### src/rtl/imem_fetch_ctrl_if.sv
// Bus bundle between the fetch sequencer, the instruction memory port and decode.
// The master side is the fetch controller; the slave side is its environment.
interface imem_fetch_ctrl_if #(
  parameter int ADDR_W = 32,
  parameter int DATA_W = 32
);
  logic [ADDR_W-1:0] imem_addr;
  logic              imem_en;
  logic [DATA_W-1:0] imem_data;
  logic              redirect_valid;
  logic [ADDR_W-1:0] redirect_pc;
  logic              halt;
  logic              instr_valid;
  logic              instr_ready;
  logic [DATA_W-1:0] instr_out;
  logic [ADDR_W-1:0] instr_pc;
  logic              halted;
  logic              fault;

  modport master (
    output imem_addr, imem_en, instr_valid, instr_out, instr_pc, halted, fault,
    input  imem_data, redirect_valid, redirect_pc, halt, instr_ready
  );

  modport slave (
    input  imem_addr, imem_en, instr_valid, instr_out, instr_pc, halted, fault,
    output imem_data, redirect_valid, redirect_pc, halt, instr_ready
  );
endinterface

### src/rtl/imem_fetch_ctrl.sv
// Fetch sequencer: owns the PC, issues reads to a 1-cycle-latency instruction memory and
// queues returned words in a 2-entry buffer for decode, with redirect, halt and range fault.
module imem_fetch_ctrl #(
  parameter int                ADDR_W    = 32,
  parameter int                DATA_W    = 32,
  parameter int                MEM_DEPTH = 128,
  parameter logic [ADDR_W-1:0] RESET_PC  = '0
) (
  input  logic              clk,
  input  logic              rsta,
  imem_fetch_ctrl_if.master bus
);
  localparam logic [ADDR_W-1:0] PC_LIMIT = ADDR_W'(MEM_DEPTH);

  typedef enum logic [1:0] {ST_FETCH, ST_HALTED, ST_FAULT} state_t;

  state_t            state_reg, state_next;
  logic [ADDR_W-1:0] pc_reg;
  logic [ADDR_W-1:0] inflight_pc_reg;
  logic              inflight_reg;
  logic [1:0]        count_reg;
  logic              rd_ptr_reg, wr_ptr_reg;

  logic              pc_in_range;
  logic              pop, push, issue;
  logic [1:0]        occ_after_pop;
  logic [2:0]        credit_used;
  logic [DATA_W-1:0] head_data;
  logic [ADDR_W-1:0] head_pc;

  assign pc_in_range   = (pc_reg < PC_LIMIT);
  assign pop           = (count_reg != 2'd0) && bus.instr_ready;
  // A redirect squashes the word returning this cycle.
  assign push          = inflight_reg && !bus.redirect_valid;
  assign occ_after_pop = count_reg - {1'b0, pop};
  assign credit_used   = {1'b0, occ_after_pop} + {2'b00, inflight_reg};

  always_comb begin
    state_next = state_reg;
    issue      = 1'b0;
    case (state_reg)
      ST_FETCH: begin
        if (!pc_in_range) begin
          state_next = ST_FAULT;
        end else if (bus.halt && !inflight_reg) begin
          state_next = ST_HALTED;
        end
        issue = rsta && !bus.halt && !bus.redirect_valid && pc_in_range &&
                (credit_used < 3'd2);
      end
      ST_HALTED: begin
        if (!bus.halt) begin
          state_next = ST_FETCH;
        end
      end
      ST_FAULT: begin
        state_next = ST_FAULT;
      end
      default: begin
        state_next = ST_FETCH;
      end
    endcase
    // Redirect overrides everything; nothing is in flight afterwards.
    if (bus.redirect_valid) begin
      if (bus.redirect_pc >= PC_LIMIT) begin
        state_next = ST_FAULT;
      end else if (bus.halt) begin
        state_next = ST_HALTED;
      end else begin
        state_next = ST_FETCH;
      end
    end
  end

  always_ff @(posedge clk) begin
    if (!rsta) begin
      state_reg       <= ST_FETCH;
      pc_reg          <= RESET_PC;
      inflight_reg    <= 1'b0;
      inflight_pc_reg <= '0;
      count_reg       <= 2'd0;
      rd_ptr_reg      <= 1'b0;
      wr_ptr_reg      <= 1'b0;
    end else begin
      state_reg <= state_next;
      if (bus.redirect_valid) begin
        pc_reg       <= bus.redirect_pc;
        inflight_reg <= 1'b0;
        count_reg    <= 2'd0;
        rd_ptr_reg   <= 1'b0;
        wr_ptr_reg   <= 1'b0;
      end else begin
        inflight_reg <= issue;
        if (issue) begin
          pc_reg          <= pc_reg + ADDR_W'(1);
          inflight_pc_reg <= pc_reg;
        end
        count_reg <= count_reg + {1'b0, push} - {1'b0, pop};
        if (push) begin
          wr_ptr_reg <= ~wr_ptr_reg;
        end
        if (pop) begin
          rd_ptr_reg <= ~rd_ptr_reg;
        end
      end
    end
  end

  // Entry storage needs no reset: outputs are masked while the buffer is empty.
  for (genvar gi = 0; gi < 2; gi++) begin : g_entry
    logic [DATA_W-1:0] data_reg;
    logic [ADDR_W-1:0] pc_reg;

    always_ff @(posedge clk) begin
      if (rsta && push && (wr_ptr_reg == 1'(gi))) begin
        data_reg <= bus.imem_data;
        pc_reg   <= inflight_pc_reg;
      end
    end
  end

  assign head_data = rd_ptr_reg ? g_entry[1].data_reg : g_entry[0].data_reg;
  assign head_pc   = rd_ptr_reg ? g_entry[1].pc_reg   : g_entry[0].pc_reg;

  assign bus.imem_addr   = pc_reg;
  assign bus.imem_en     = issue;
  assign bus.instr_valid = (count_reg != 2'd0);
  assign bus.instr_out   = (count_reg != 2'd0) ? head_data : '0;
  assign bus.instr_pc    = (count_reg != 2'd0) ? head_pc : '0;
  assign bus.halted      = rsta && bus.halt && !inflight_reg;
  assign bus.fault       = (state_reg == ST_FAULT);
endmodule

### src/flat_wrapper.sv
// flat-port wrapper written by rule: the top's interface ports become plain ports
module imem_fetch_ctrl_flat 
#(
  parameter int                ADDR_W    = 32,
  parameter int                DATA_W    = 32,
  parameter int                MEM_DEPTH = 128,
  parameter logic [ADDR_W-1:0] RESET_PC  = '0
)
  (clk, rsta, bus_imem_addr, bus_imem_en, bus_instr_valid, bus_instr_out, bus_instr_pc, bus_halted, bus_fault, bus_imem_data, bus_redirect_valid, bus_redirect_pc, bus_halt, bus_instr_ready);
  imem_fetch_ctrl_if #(.ADDR_W(ADDR_W), .DATA_W(DATA_W)) bus_i ();
  input  logic clk;
  input  logic rsta;
  output wire logic [$bits(bus_i.imem_addr)-1:0] bus_imem_addr;
  output wire logic [$bits(bus_i.imem_en)-1:0] bus_imem_en;
  output wire logic [$bits(bus_i.instr_valid)-1:0] bus_instr_valid;
  output wire logic [$bits(bus_i.instr_out)-1:0] bus_instr_out;
  output wire logic [$bits(bus_i.instr_pc)-1:0] bus_instr_pc;
  output wire logic [$bits(bus_i.halted)-1:0] bus_halted;
  output wire logic [$bits(bus_i.fault)-1:0] bus_fault;
  input wire logic [$bits(bus_i.imem_data)-1:0] bus_imem_data;
  input wire logic [$bits(bus_i.redirect_valid)-1:0] bus_redirect_valid;
  input wire logic [$bits(bus_i.redirect_pc)-1:0] bus_redirect_pc;
  input wire logic [$bits(bus_i.halt)-1:0] bus_halt;
  input wire logic [$bits(bus_i.instr_ready)-1:0] bus_instr_ready;
  assign bus_imem_addr = bus_i.imem_addr;
  assign bus_imem_en = bus_i.imem_en;
  assign bus_instr_valid = bus_i.instr_valid;
  assign bus_instr_out = bus_i.instr_out;
  assign bus_instr_pc = bus_i.instr_pc;
  assign bus_halted = bus_i.halted;
  assign bus_fault = bus_i.fault;
  assign bus_i.imem_data = bus_imem_data;
  assign bus_i.redirect_valid = bus_redirect_valid;
  assign bus_i.redirect_pc = bus_redirect_pc;
  assign bus_i.halt = bus_halt;
  assign bus_i.instr_ready = bus_instr_ready;
  imem_fetch_ctrl #(.ADDR_W(ADDR_W), .DATA_W(DATA_W), .MEM_DEPTH(MEM_DEPTH), .RESET_PC(RESET_PC)) u_core (.clk(clk), .rsta(rsta), .bus(bus_i));
endmodule
### config.mk
export PLATFORM = sky130hd
export DESIGN_NAME = imem_fetch_ctrl_flat
export DESIGN_NICKNAME = d
export VERILOG_FILES = /design/src/rtl/imem_fetch_ctrl_if.sv /design/src/rtl/imem_fetch_ctrl.sv /design/src/flat_wrapper.sv
export SDC_FILE = /design/constraint.sdc
export NUM_CORES = 1
export LEC_CHECK = 0
export ABC_AREA = 1
export CAP_MARGIN = 25
export CORE_UTILIZATION = 47
export CTS_BUF_LIST = sky130_fd_sc_hd__clkbuf_4
export DETAILED_ROUTE_END_ITERATION = 12
export PLACE_DENSITY_LB_ADDON = 0.25
export RECOVER_POWER = 25
export SYNTH_ARGS = -nofsm -noshare
export SYNTH_HDL_FRONTEND = slang
export SYNTH_SLANG_ARGS = --single-unit
### constraint.sdc
create_clock -name clk -period 6.9 [get_ports clk]
set_input_delay 1.38 -clock clk [delete_from_list [all_inputs] [get_ports clk]]
set_output_delay 1.38 -clock clk [all_outputs]
set_load 0.03 [all_outputs]
==> out/qor.log <==
INFO  setup_path     worst_setup_path_end_kind=primary output
INFO  pwr            worst_vdd_ir=91.9uV
INFO  setup_path     path_max_fanout=35
INFO  floorplan      die_h=131um
INFO  floorplan      row_count=46
INFO  setup_path     critical_path.max_stage_delay=0.69ns
INFO  global_routing maximum_number_of_pins_on_one_net_before_global_route_repair=66
INFO  clock_tree     cts_root_buf=clkbuf_4
INFO  setup_path     timing.critical_path.slowest_stage_cell=clkdlybuf4s50_1
INFO  route          avgViaCountPerCell=4.93
INFO  synthesis      post-synth-top-area-fraction=49.4%
INFO  route          post-route-drc-count=0
INFO  final_layout   drive_above_1_share=7.84%
INFO  setup_path     r2r_cells=12
INFO  route          dr.first_iter.drc_count=354
INFO  synthesis      yosys_most_used_dff=edfxtp_1
INFO  synthesis      synth_compound_area_share=6.82%
INFO  pwr            p_leak=0.00373uW
INFO  timing         fin_ws=1.45ns
INFO  place          place_hpwl=10000um
INFO  status         run_status=finished, final reports clean
INFO  synthesis      postSynthAreaPerCell=10.2um^2
INFO  setup_path     worstSetupStartpointType=primary input
INFO  clock_tree     cts-root-to-sink-buffers=2
INFO  floorplan      design.portCount=169
INFO  timing         fin_crit_sh=79.0%
INFO  synthesis      synth_top_family_by_area=simple AND/OR/NAND/NOR gates
INFO  min_path       worst_hold_path_type=flip-flop to flip-flop
INFO  synthesis      ys_seq_elements=199
INFO  setup_path     r2r_start=u_core.count_reg[0]
INFO  route          num_vias=5,665
INFO  final_layout   layout-area-overhead-vs-synth=27.1%
INFO  global_routing groute.usage.overall=19.3%
INFO  clock_tree     cts_hold_buf=0
INFO  synthesis      post_synth_and_or_nand_nor_area_fraction=19.6%
INFO  global_routing initial_antenna_violation_count=3
INFO  timing         slew_viol_final=0
INFO  synthesis      post_synthesis_share_of_cell_area_spent_on_full_adders_half_adders_and_majority_gates=0.483%
INFO  timing         worst_clock_skew=0.0174ns
INFO  synthesis      synthesis_warning_total=0
INFO  timing         finalHoldViolCount=0
INFO  place          gp_congestion=0.805
INFO  floorplan      die-width=131um
INFO  synthesis      synth_seq_area_share=67.7%
INFO  clock_tree     number_of_buffers_inserted_to_repair_setup_after_cts=0
INFO  clock_tree     numCtsBuffers=17
INFO  synthesis      netlist_area_pre_place=7770um^2
INFO  timing         finalSetupViolations=0
INFO  final_layout   ff_latch_area=5270um^2
INFO  global_routing grt.overflow.total=0
INFO  floorplan      initial_utilization=48.6%
INFO  timing         rsz0062_at_grt=false
INFO  synthesis      yosys-top-cells-area=edfxtp_1, dfxtp_1, nand2_1
INFO  timing         worst-slew-pin-transition=0.942ns
INFO  setup_path     path_class=primary input to primary output
INFO  clock_tree     clk_transition_reported_paths=0.13ns
INFO  route          dr.pass1.iters=5
INFO  timing         setup_total_negative_slack=0ns
INFO  place          portbufs=168
INFO  timing         slew-limit-headroom=37.0%
INFO  clock_tree     cts_resized=0
INFO  synthesis      async_reset_ff_share=0%
INFO  synthesis      post_synth_most_frequent_cells=nand2_1, edfxtp_1, a21oi_1, dfxtp_1, nor2_1
INFO  pwr            p_per_area=197nW/um^2
INFO  clock_tree     cts_sinks=199
INFO  synthesis      synth_enable_flop_cells=128
INFO  synthesis      syn-num-nets=837
INFO  timing         holdWs=0.466ns
INFO  setup_path     critPathRequiredTime=5.52ns
INFO  setup_path     regToRegSetupSlack=3.69ns
INFO  synthesis      synthDistinctLibCells=26
INFO  floorplan      floorplan.core_area=16,000um^2
INFO  setup_path     critical_path.reg2reg.endpoint=u_core.bus.imem_addr[2]
INFO  route          route.antenna.remaining_nets=0
INFO  min_path       hold_depth=0
INFO  route          drt_wl_total=16,200um
INFO  place          post-place-ws=1.43ns
INFO  floorplan      die-area=17,100um^2
INFO  synthesis      netlist_instances=765
INFO  synthesis      synth-xor-area-share=0.676%
INFO  global_routing first_pass_grt_wire_length=25,200um
INFO  timing         clock.fmax=0.184GHz
INFO  clock_tree     worstSkewPairLatency=0.55ns
INFO  timing         final.min_clock_period=5.45ns
INFO  synthesis      synth_most_common_cell=nand2_1
INFO  clock_tree     cts_htree_levels=4
INFO  min_path       start_point_of_the_worst_hold_path=u_core.inflight_pc_reg[31]
INFO  final_layout   num-fill-cells=1,358
INFO  clock_tree     clock_tree_from_tritoncts=yes
INFO  synthesis      post_synth_mux_area_share=0%
INFO  final_layout   multiInputGateArea=2170um^2
INFO  final_layout   num-nets-final=990
INFO  min_path       hold-path-endpoint=u_core.g_entry[1].pc_reg[31]
INFO  run            max_cap_violations=0
INFO  setup_path     timing.critical_path.arrival=4.07ns
INFO  setup_path     crit_chain=buf_2 > buf_4 > inv_4 > nor2_4 > nand2_1 > nor3_2 > nand3_2 > inv_1 > clkdlybuf4s50_1
INFO  synthesis      post-synth-top-area-cell=edfxtp_1
INFO  route          detail_route.wl_per_cell=14.1um
INFO  global_routing first_global_vias=5,221
## critical path, delay by kind of cell
kind | cells | cell delay (ns)
buf+inv | 5 | 1.59
simple gates | 4 | 1.08
## worst max path at each step
stage	cells past startpoint	endpoint	startpoint	slack, ns
floorplan	5	u_core.g_entry[0].data_reg[0]	rsta	0.25
global placement	9	bus_imem_en	rsta	1.46
detailed placement	9	bus_imem_en	rsta	1.43
CTS	9	bus_imem_en	rsta	1.43
global route	9	bus_imem_en	rsta	1.24
finish	9	bus_imem_en	rsta	1.45
## logic make-up (layout without fill, tap and decap cells)
kind of cell    Yosys count  in the layout
fa+ha+maj                 3              3
compound gates          106            106
other cells               0              2
simple gates            359            359
flops                   199            199
xor+xnor                  6              6
buf+inv                  92            258
## layer usage
metal / track usage (%) / vias up / wire [um]
met2: 32.0 / 192 / 7620
met3: 4.97 / 16 / 1150
met1: 24.8 / 2599 / 7240
met4: 6.29 / 2 / 195
met5: 0 / - / 9
li1: - / 2856 / -
## metrics by stage
stage | utilization [%] | power, uW | instance area, um^2 | cells
6_report | 61.8 | 1950 | 9880 | 1149
5_1_grt | 61.8 | 2040 | 9880 | 1149
4_1_cts | 61.7 | 1980 | 9880 | 1147
3_5_place_dp | 60.2 | 1440 | 9630 | 1115
3_3_place_gp | 60.2 | 1440 | 9630 | 1115
2_1_floorplan | - | 1370 | 7770 | 765
## where the power goes
part	switching (uW)	internal (uW)	total, uW	leakage [uW]
combinational	69.8	65.4	135	0.00180
clock	347	189	536	0.000129
sequential	11.4	1270	1280	0.00181
total	428	1520	1950	0.00373
## area by class of cell
class	instances	area share, %
sequential	199	53.3
antenna	2	0.0506
clock buffer	21	1.60
multi-input combinational	474	21.9
tap	216	2.73
clock inverter	11	0.874
inverter	49	1.89
timing repair buffer	177	17.6
## cells in the final DEF, fill, tap and decap left out, types with 5 or more instances in the layout
master / count
a21oi_1: 99
buf_4: 9
clkbuf_4: 21
clkdlybuf4s50_1: 146
dfxtp_1: 70
dlygate4sd3_1: 21
edfxtp_1: 128
inv_1: 37
inv_2: 11
nand2_1: 217
nand3_1: 53
nand3_2: 11
nor2_1: 61
o21ai_0: 7
or2_2: 5
(Power assumes the default switching activity.)
